[src/rtl/cpu_fetch_pkg.sv]
// Shared definitions for the instruction-fetch front end: state encoding,
// instruction width and the PC increment helper.
package cpu_fetch_pkg;

  localparam int INSTR_W = 32;
  localparam logic [INSTR_W-1:0] NOP_INSTR = 32'h0;

  typedef enum logic [1:0] {
    ST_IDLE = 2'd0,
    ST_REQ  = 2'd1,
    ST_DROP = 2'd2
  } fetch_state_e;

  // Sequential fetch address; wraps modulo 2^32.
  function automatic logic [INSTR_W-1:0] pc_inc(input logic [INSTR_W-1:0] pc);
    return pc + 32'd4;
  endfunction

endpackage

[src/rtl/fetch_fifo.sv]
// Synchronous FIFO with combinational head, separate occupancy counter and a
// clear input that has priority over push and pop.
module fetch_fifo
  import cpu_fetch_pkg::*;
#(
  parameter int WIDTH = 64,
  parameter int DEPTH = 4
) (
  input  logic                       clk_i,
  input  logic                       rst_i,
  input  logic                       push_i,
  input  logic                       pop_i,
  input  logic                       clr_i,
  input  logic [WIDTH-1:0]           din_i,
  output logic [WIDTH-1:0]           head_o,
  output logic [$clog2(DEPTH+1)-1:0] count_o
);

  localparam int PW = $clog2(DEPTH);
  localparam int CW = $clog2(DEPTH+1);

  logic [WIDTH-1:0] mem_q [DEPTH];
  logic [PW-1:0]    rd_ptr_q, rd_ptr_d;
  logic [PW-1:0]    wr_ptr_q, wr_ptr_d;
  logic [CW-1:0]    count_q, count_d;

  always_comb begin
    rd_ptr_d = rd_ptr_q;
    wr_ptr_d = wr_ptr_q;
    count_d  = count_q;
    if (clr_i) begin
      rd_ptr_d = '0;
      wr_ptr_d = '0;
      count_d  = '0;
    end else begin
      if (push_i) wr_ptr_d = wr_ptr_q + PW'(1);
      if (pop_i)  rd_ptr_d = rd_ptr_q + PW'(1);
      count_d = count_q + CW'(push_i) - CW'(pop_i);
    end
  end

  always_ff @(posedge clk_i) begin
    if (!rst_i) begin
      rd_ptr_q <= '0;
      wr_ptr_q <= '0;
      count_q  <= '0;
    end else begin
      rd_ptr_q <= rd_ptr_d;
      wr_ptr_q <= wr_ptr_d;
      count_q  <= count_d;
    end
  end

  // Storage needs no reset; count gates every read of it.
  always_ff @(posedge clk_i) begin
    if (push_i && !clr_i) mem_q[wr_ptr_q] <= din_i;
  end

  assign head_o  = mem_q[rd_ptr_q];
  assign count_o = count_q;

endmodule

[src/rtl/instr_fetch_queue.sv]
// Decoupled fetch front end: owns the fetch PC, runs the req/ack handshake to
// instruction memory and queues {pc+4, instr} pairs for the IF/ID register.
module instr_fetch_queue
  import cpu_fetch_pkg::*;
#(
  parameter int          DEPTH    = 4,
  parameter logic [31:0] RESET_PC = 32'h0
) (
  input  logic                       clk_i,
  input  logic                       rst_i,
  output logic                       imem_req_o,
  output logic [31:0]                imem_addr_o,
  input  logic                       imem_ack_i,
  input  logic [31:0]                imem_data_i,
  input  logic                       redirect_i,
  input  logic [31:0]                redirect_pc_i,
  input  logic                       stall_i,
  output logic                       instr_valid_o,
  output logic [31:0]                instr_o,
  output logic [31:0]                pc_plus4_o,
  output logic [$clog2(DEPTH+1)-1:0] count_o
);

  localparam int CW = $clog2(DEPTH+1);
  localparam logic [CW-1:0] DEPTH_C = CW'(DEPTH);

  fetch_state_e  state_q, state_d;
  logic [31:0]   fetch_pc_q, fetch_pc_d;
  logic [31:0]   drop_addr_q, drop_addr_d;
  logic          push, pop;
  logic [CW-1:0] count, count_next;
  logic [63:0]   head;

  assign instr_valid_o = (count != '0);

  always_comb begin
    pop         = instr_valid_o && !stall_i && !redirect_i;
    push        = (state_q == ST_REQ) && imem_ack_i && !redirect_i;
    count_next  = redirect_i ? '0 : (count + CW'(push) - CW'(pop));
    state_d     = state_q;
    fetch_pc_d  = fetch_pc_q;
    drop_addr_d = drop_addr_q;

    case (state_q)
      ST_IDLE: begin
        if (count_next < DEPTH_C) state_d = ST_REQ;
      end
      ST_REQ: begin
        if (imem_ack_i) begin
          if (!redirect_i) fetch_pc_d = pc_inc(fetch_pc_q);
          state_d = (count_next < DEPTH_C) ? ST_REQ : ST_IDLE;
        end else if (redirect_i) begin
          // The old address stays on the bus until memory answers it.
          drop_addr_d = fetch_pc_q;
          state_d     = ST_DROP;
        end
      end
      ST_DROP: begin
        if (imem_ack_i) state_d = ST_REQ;
      end
      default: state_d = ST_IDLE;
    endcase

    if (redirect_i) fetch_pc_d = redirect_pc_i;
  end

  always_ff @(posedge clk_i) begin
    if (!rst_i) begin
      state_q     <= ST_IDLE;
      fetch_pc_q  <= RESET_PC;
      drop_addr_q <= RESET_PC;
    end else begin
      state_q     <= state_d;
      fetch_pc_q  <= fetch_pc_d;
      drop_addr_q <= drop_addr_d;
    end
  end

  assign imem_req_o  = (state_q == ST_REQ) || (state_q == ST_DROP);
  assign imem_addr_o = (state_q == ST_DROP) ? drop_addr_q : fetch_pc_q;

  fetch_fifo #(
    .WIDTH (64),
    .DEPTH (DEPTH)
  ) u_fifo (
    .clk_i   (clk_i),
    .rst_i   (rst_i),
    .push_i  (push),
    .pop_i   (pop),
    .clr_i   (redirect_i),
    .din_i   ({pc_inc(fetch_pc_q), imem_data_i}),
    .head_o  (head),
    .count_o (count)
  );

  assign count_o    = count;
  assign instr_o    = instr_valid_o ? head[31:0] : NOP_INSTR;
  assign pc_plus4_o = instr_valid_o ? head[63:32] : 32'h0;

endmodule
[config.mk]
export PLATFORM = sky130hd
export DESIGN_NAME = instr_fetch_queue
export DESIGN_NICKNAME = d
export VERILOG_FILES = /design/src/rtl/cpu_fetch_pkg.sv /design/src/rtl/fetch_fifo.sv /design/src/rtl/instr_fetch_queue.sv
export SDC_FILE = /design/constraint.sdc
export NUM_CORES = 1
export LEC_CHECK = 0
export BUFFER_PORTS_ARGS = -buffer_cell sky130_fd_sc_hd__clkbuf_2
export CORE_ASPECT_RATIO = 0.7
export CORE_UTILIZATION = 35
export CTS_CLUSTER_DIAMETER = 50
export DETAILED_ROUTE_END_ITERATION = 12
export GPL_TIMING_DRIVEN = 1
export SLEW_MARGIN = 20
export SYNTH_ARGS = -nofsm -noshare
export SYNTH_HDL_FRONTEND = slang
export SYNTH_SLANG_ARGS = --single-unit
[constraint.sdc]
create_clock -name clk_i -period 5.5 [get_ports clk_i]
set_input_delay 1.1 -clock clk_i [delete_from_list [all_inputs] [get_ports clk_i]]
set_output_delay 1.1 -clock clk_i [all_outputs]
set_load 0.03 [all_outputs]
# ---- Word-level counts from Yosys, hierarchy flattened
# Memories as Yosys holds them, arrays and structs flattened. A register that Yosys moved wholly into a read port is not among the register bits.
# Cells that the tools add are included.
dict set report classes {
  n_mux 17
  n_div 0
  n_addsub 5
  bitwise 2
  order_cmp 1
  shift 0
  n_eq_ne 5
  multipliers 0
  n_reduce_logical 16
}
# cell n
set ops {}
lappend ops {{$mux 32} 6}
lappend ops {{$add 32x3->32 const B} 1}
lappend ops {{$mux 2} 6}
lappend ops {{$pmux 2 s3} 1}
lappend ops {{$reduce_and 3->1} 2}
lappend ops {{$logic_and 1x1->1} 5}
lappend ops {{$add 2x1->2 const B} 2}
lappend ops {{$ne 2x2->1 const B} 2}
lappend ops {{$reduce_bool 2->1} 2}
lappend ops {{$add 3x1->3} 1}
lappend ops {{$lt 3x3->1 const B} 1}
lappend ops {{$mux 1} 3}
lappend ops {{$mux 3} 1}
lappend ops {{$ne 3x3->1 const B} 1}
lappend ops {{$reduce_bool 3->1} 1}
lappend ops {{$sub 3x1->3} 1}
lappend ops {{$eq 2x1->1 const B} 1}
lappend ops {{$eq 2x2->1 const B} 1}
lappend ops {{$logic_not 1->1} 2}
lappend ops {{$logic_not 2->1} 1}
lappend ops {{$not 1->1} 2}
lappend ops {{$reduce_and 2->1} 1}
lappend ops {{$reduce_or 2->1} 1}
lappend ops {{$logic_or 1x1->1} 1}
dict set report word_totals {
  rom_bits 0
  ff_bits 73
  ram_bits 256
  elab_cells 53
  n_memories 1
  latchBits 0
  inputBits 69
}
# memory words word_bits rd rd_clocked_by_memory_dff wr line
set mem_list {}
lappend mem_list {u_fifo.mem_q 4 64 1 1 1 fetch_fifo.sv:22} ;# logic [WIDTH-1:0] mem_q [DEPTH];

# ---- Longest topological paths before layout
dict set report depth {
  depth_word 10
  ltp_mapped 11
  mapped_depth_nobuf 10
}

# ---- Hierarchy
# From an unflattened synthesis, not the netlist that was laid out.
dict set report unflattened {
  hier_cells 964
  hier_area_um2 14174.8
}
# module cells_each seq_area_each_um2 area_each_um2 n_inst
set modules_own_cells {}
lappend modules_own_cells {fetch_fifo 379 7867.5 9756.9 1}
lappend modules_own_cells {instr_fetch_queue 585 1321.3 4418.0 1}

# ---- Worst setup path after synthesis
# No wires, ideal clock.
dict set report synth_timing {
  path_kind {input-to-reg}
  start {input port redirect_i}
  end {memory u_fifo.mem_q[0][0], enable pin}
  required_ns 5.071
  arrival_time_ns 2.993
  setup_slack_ns 2.078
  path_stages 3
  path_buffers 1
  cell_sequence {and3b_1 clkbuf_1 and2_1}
}
dict set report synth_via {
  elab_chain_cells 5
}
# element line
set synth_rtl {}
lappend synth_rtl {{from (decl)} instr_fetch_queue.sv:15} ;# input logic redirect_i,
lappend synth_rtl {{$logic_not 1->1 *} {fetch_fifo.sv:56, instr_fetch_queue.sv:38}}
lappend synth_rtl {{$logic_and 1x1->1} instr_fetch_queue.sv:38} ;# push = (state_q == ST_REQ) && imem_ack_i && !redirect_i;
lappend synth_rtl {{$logic_and 1x1->1 *} fetch_fifo.sv:56} ;# if (push_i && !clr_i) mem_q[wr_ptr_q] <= din_i;
lappend synth_rtl {{$mux 1 *} fetch_fifo.sv:56}
lappend synth_rtl {{$mux 1 (implied by the code) *} fetch_fifo.sv:56}
lappend synth_rtl {{to (decl)} fetch_fifo.sv:22}
# Every way passes the cells marked *; elsewhere a longest branch is shown, timed or not.

==> impl_metrics.py <==
metrics = {
    "outcome": {
        "outcome": "completed",
    },
    "critical_path": {
        "critPathCaptureType": "output port",
        "slowest_stage": "dfxtp_4",
        "max_stage_delay_ps": 870,
        "required_ps": 4400,
        "critPathArrivalTime_ps": 2690,
        "worstPathMaxFanout": 34,
        "cp_num_buf_inv": 2,
        "path_cells": "buf_12, mux4_2, and2_1, clkbuf_2",
        "crit_type": "flip-flop to output port",
        "r2r_slack_ps": 2670,
        "crit_family": "flip-flops",
        "critPathLaunchType": "flip-flop",
    },
    "grt": {
        "gr-total-overflow": 0,
        "top_usage_layer": "met2",
        "grt_use_met1": 0.239,
        "grt_pass1_wl_um": 50500,
        "use_met3": 0.0353,
        "track_usage": 0.162,
        "grt_max_degree": 65,
        "first_global_vias": 8268,
        "antenna_found_initial": 0,
        "met2_usage": 0.240,
    },
    "clocking": {
        "tritoncts": "yes",
        "cts_buffer_depth": 3,
        "htree_levels": 2,
        "cts_root_buffer": "clkbuf_16",
        "cts_resized": 0,
        "holdBufCountCts": 0,
        "postCtsSetupBuffers": 0,
        "cts_buffers": 34,
        "clkTransAtPathRegs_ps": 60,
        "insertion_delay_ps": 530,
        "cts_sinks": 331,
    },
    "logic_synthesis": {
        "syn_nets": 1057,
        "seq_area_frac_synth": 0.653,
        "synthTopCellsByArea": "edfxtp_1 (55%), dfxtp_1 (11%), mux4_2 (10%)",
        "synth_area_um2": 14100,
        "netlist_instances": 976,
        "yosysTopAreaCell": "edfxtp_1",
        "yosysTopAreaCellShare": 0.546,
        "async_flop_share": 0,
        "ys_ff_latch": 331,
        "yosys_warnings": 0,
        "synth.distinct_cells": 51,
        "syn_area_per_cell_um2": 14.4,
        "ys.flop_type": "edfxtp_1",
        "synth_edf_count": 256,
    },
    "finish": {
        "num_antenna_cells": 0,
        "syn_to_final_growth_pct": 17.1,
        "n_fill_cell": 3694,
        "final_cell_mix": "edfxtp_1 (256), clkbuf_2 (169), nand2_1 (101), dfxtp_1 (73), and2_1 (69)",
        "final_common_cell": "edfxtp_1",
        "fin_util": 0.416,
        "drive_above_1_share": 0.293,
        "nets": 1189,
    },
    "sta": {
        "worst_slew_margin_rel": 0.252,
        "fmax_ghz": 0.264,
        "worstMarginPinSlew_ps": 1120,
        "period_minus_slack_ps": 3790,
        "skew_ps": 23.2,
        "hold_violations": 0,
        "rsz0062_at_grt": "no",
        "setup_tns_ps": 0,
        "slew_violations": 0,
        "post-route-period-util": 0.689,
        "finalSetupViolCount": 0,
    },
    "routing": {
        "wl_per_cell_um": 20.2,
        "via_per_inst": 5.12,
        "drt_iter0_markers": 652,
        "vias": 8531,
        "detail-route-antenna-nets": 0,
        "drc": 0,
        "drt_pass1_iterations": 6,
        "wirelength_um": 33600,
    },
    "floorplan": {
        "num_rows": 61,
        "core_um2": 39700,
        "die_y_um": 170,
        "die_x_um": 242,
        "dieArea_um2": 41100,
        "ios": 170,
        "initial_core_util": 0.355,
    },
    "power_and_ir_drop": {
        "power_density_nw_per_um2": 334,
        "ir_drop_mv": 0.157,
        "p_leak_nw": 5.61,
    },
    "flow_run": {
        "maxCapViolCount": 0,
    },
    "placement": {
        "place_congestion": 0.795,
        "port_buffers": 169,
        "dp_hpwl_um": 20700,
    },
    "worst_hold_path": {
        "worstHoldPathType": "flip-flop to flip-flop",
    },
}
-- power by group --
group          switching, mW  internal (mW)
logic                  0.254          0.127
clock network          0.952           1.39
registers             0.0491           2.75
-- synth_stat cells, types with 2 or more instances --
master,instances
edfxtp_1,256
nand2_1,101
dfxtp_1,75
and2_1,73
mux4_2,64
clkbuf_1,54
a21oi_1,48
mux2_2,29
o21ai_0,28
xnor2_1,27
nor2_1,23
buf_2,18
nor3_1,15
nor4_1,14
inv_1,13
nand3_1,12
nand4_1,12
xor2_1,12
ha_1,11
or4_1,10
a31oi_1,9
or3_1,8
and3_1,7
a311oi_1,6
buf_1,6
o31ai_1,6
mux2i_1,4
a211o_1,3
and4_1,3
nand2b_1,3
a221o_1,2
clkbuf_2,2
nand3_2,2
o2111a_1,2
o32ai_1,2
-- final timing paths --
kind,startpoint,to,cells past startpoint
max,flip-flop,pc_plus4_o[15],4
min reg2reg,drop_addr_q[6]$_SDFFE_PN0P_,drop_addr_q[6]$_SDFFE_PN0P_,2
max reg2reg,fetch_pc_q[4]$_SDFFE_PN0P_,u_fifo.mem_q[0][49]$_DFFE_PP_,4
min,drop_addr_q[6]$_SDFFE_PN0P_,drop_addr_q[6]$_SDFFE_PN0P_,2
-- metrics by stage --
stage	cells	cell area [µm²]	power (mW)	setup slack, ps	hold slack (ps)
6_report	1667	16500	5.52	1710	452
5_1_grt	1667	16500	5.71	1500	474
4_1_cts	1667	16500	5.58	1600	455
3_5_place_dp	1607	15400	3.24	1970	446
3_3_place_gp	1607	15400	3.23	1970	438
2_1_floorplan	976	14100	3.09	2080	433
-- worst min-delay path, stage by stage (launching register included) --
cell	delay, ps
dfxtp_1	300
nand2_1	50
a21oi_1	50
-- sequential cells by signal (all words and copies together), names as in the netlist, named ones only --
signal / flops
u_fifo.mem_q: 256
drop_addr_q: 32
fetch_pc_q: 32
u_fifo.count_o: 3
state_q: 2
u_fifo.rd_ptr_q: 2
u_fifo.wr_ptr_q: 2
-- layout make-up --
type | count | area, µm² | share of cell area
sequential | 331 | 9200 | 0.558
multi-input combinational | 550 | 4530 | 0.275
clock buffer | 43 | 968 | 0.0587
timing repair buffer | 177 | 918 | 0.0557
tap | 535 | 669 | 0.0406
clock inverter | 17 | 158 | 0.00956
inverter | 14 | 52.6 | 0.00319
-- routing by layer --
layer  vias to the layer above  wire length [µm]
met4                         0               692
met1                      4284             16200
li1                       3940                 -
met3                        47              2000
met5                         -                 0
met2                       260             14700
-- cell families (layout without fill, tap and decap cells) --
kind of cell             Yosys count  after routing  synth area share
flip-flops                       331            331             0.653
adder cells (fa/ha/maj)           12             12            0.0112
AO/OA/AOI/OAI                    111            111            0.0471
multiplexers                      97             97             0.128
AND/OR/NAND/NOR                  290            290             0.107
XOR/XNOR                          40             40            0.0259
buffers and inverters             95            251            0.0274
Power figures use the tool's default switching activity.
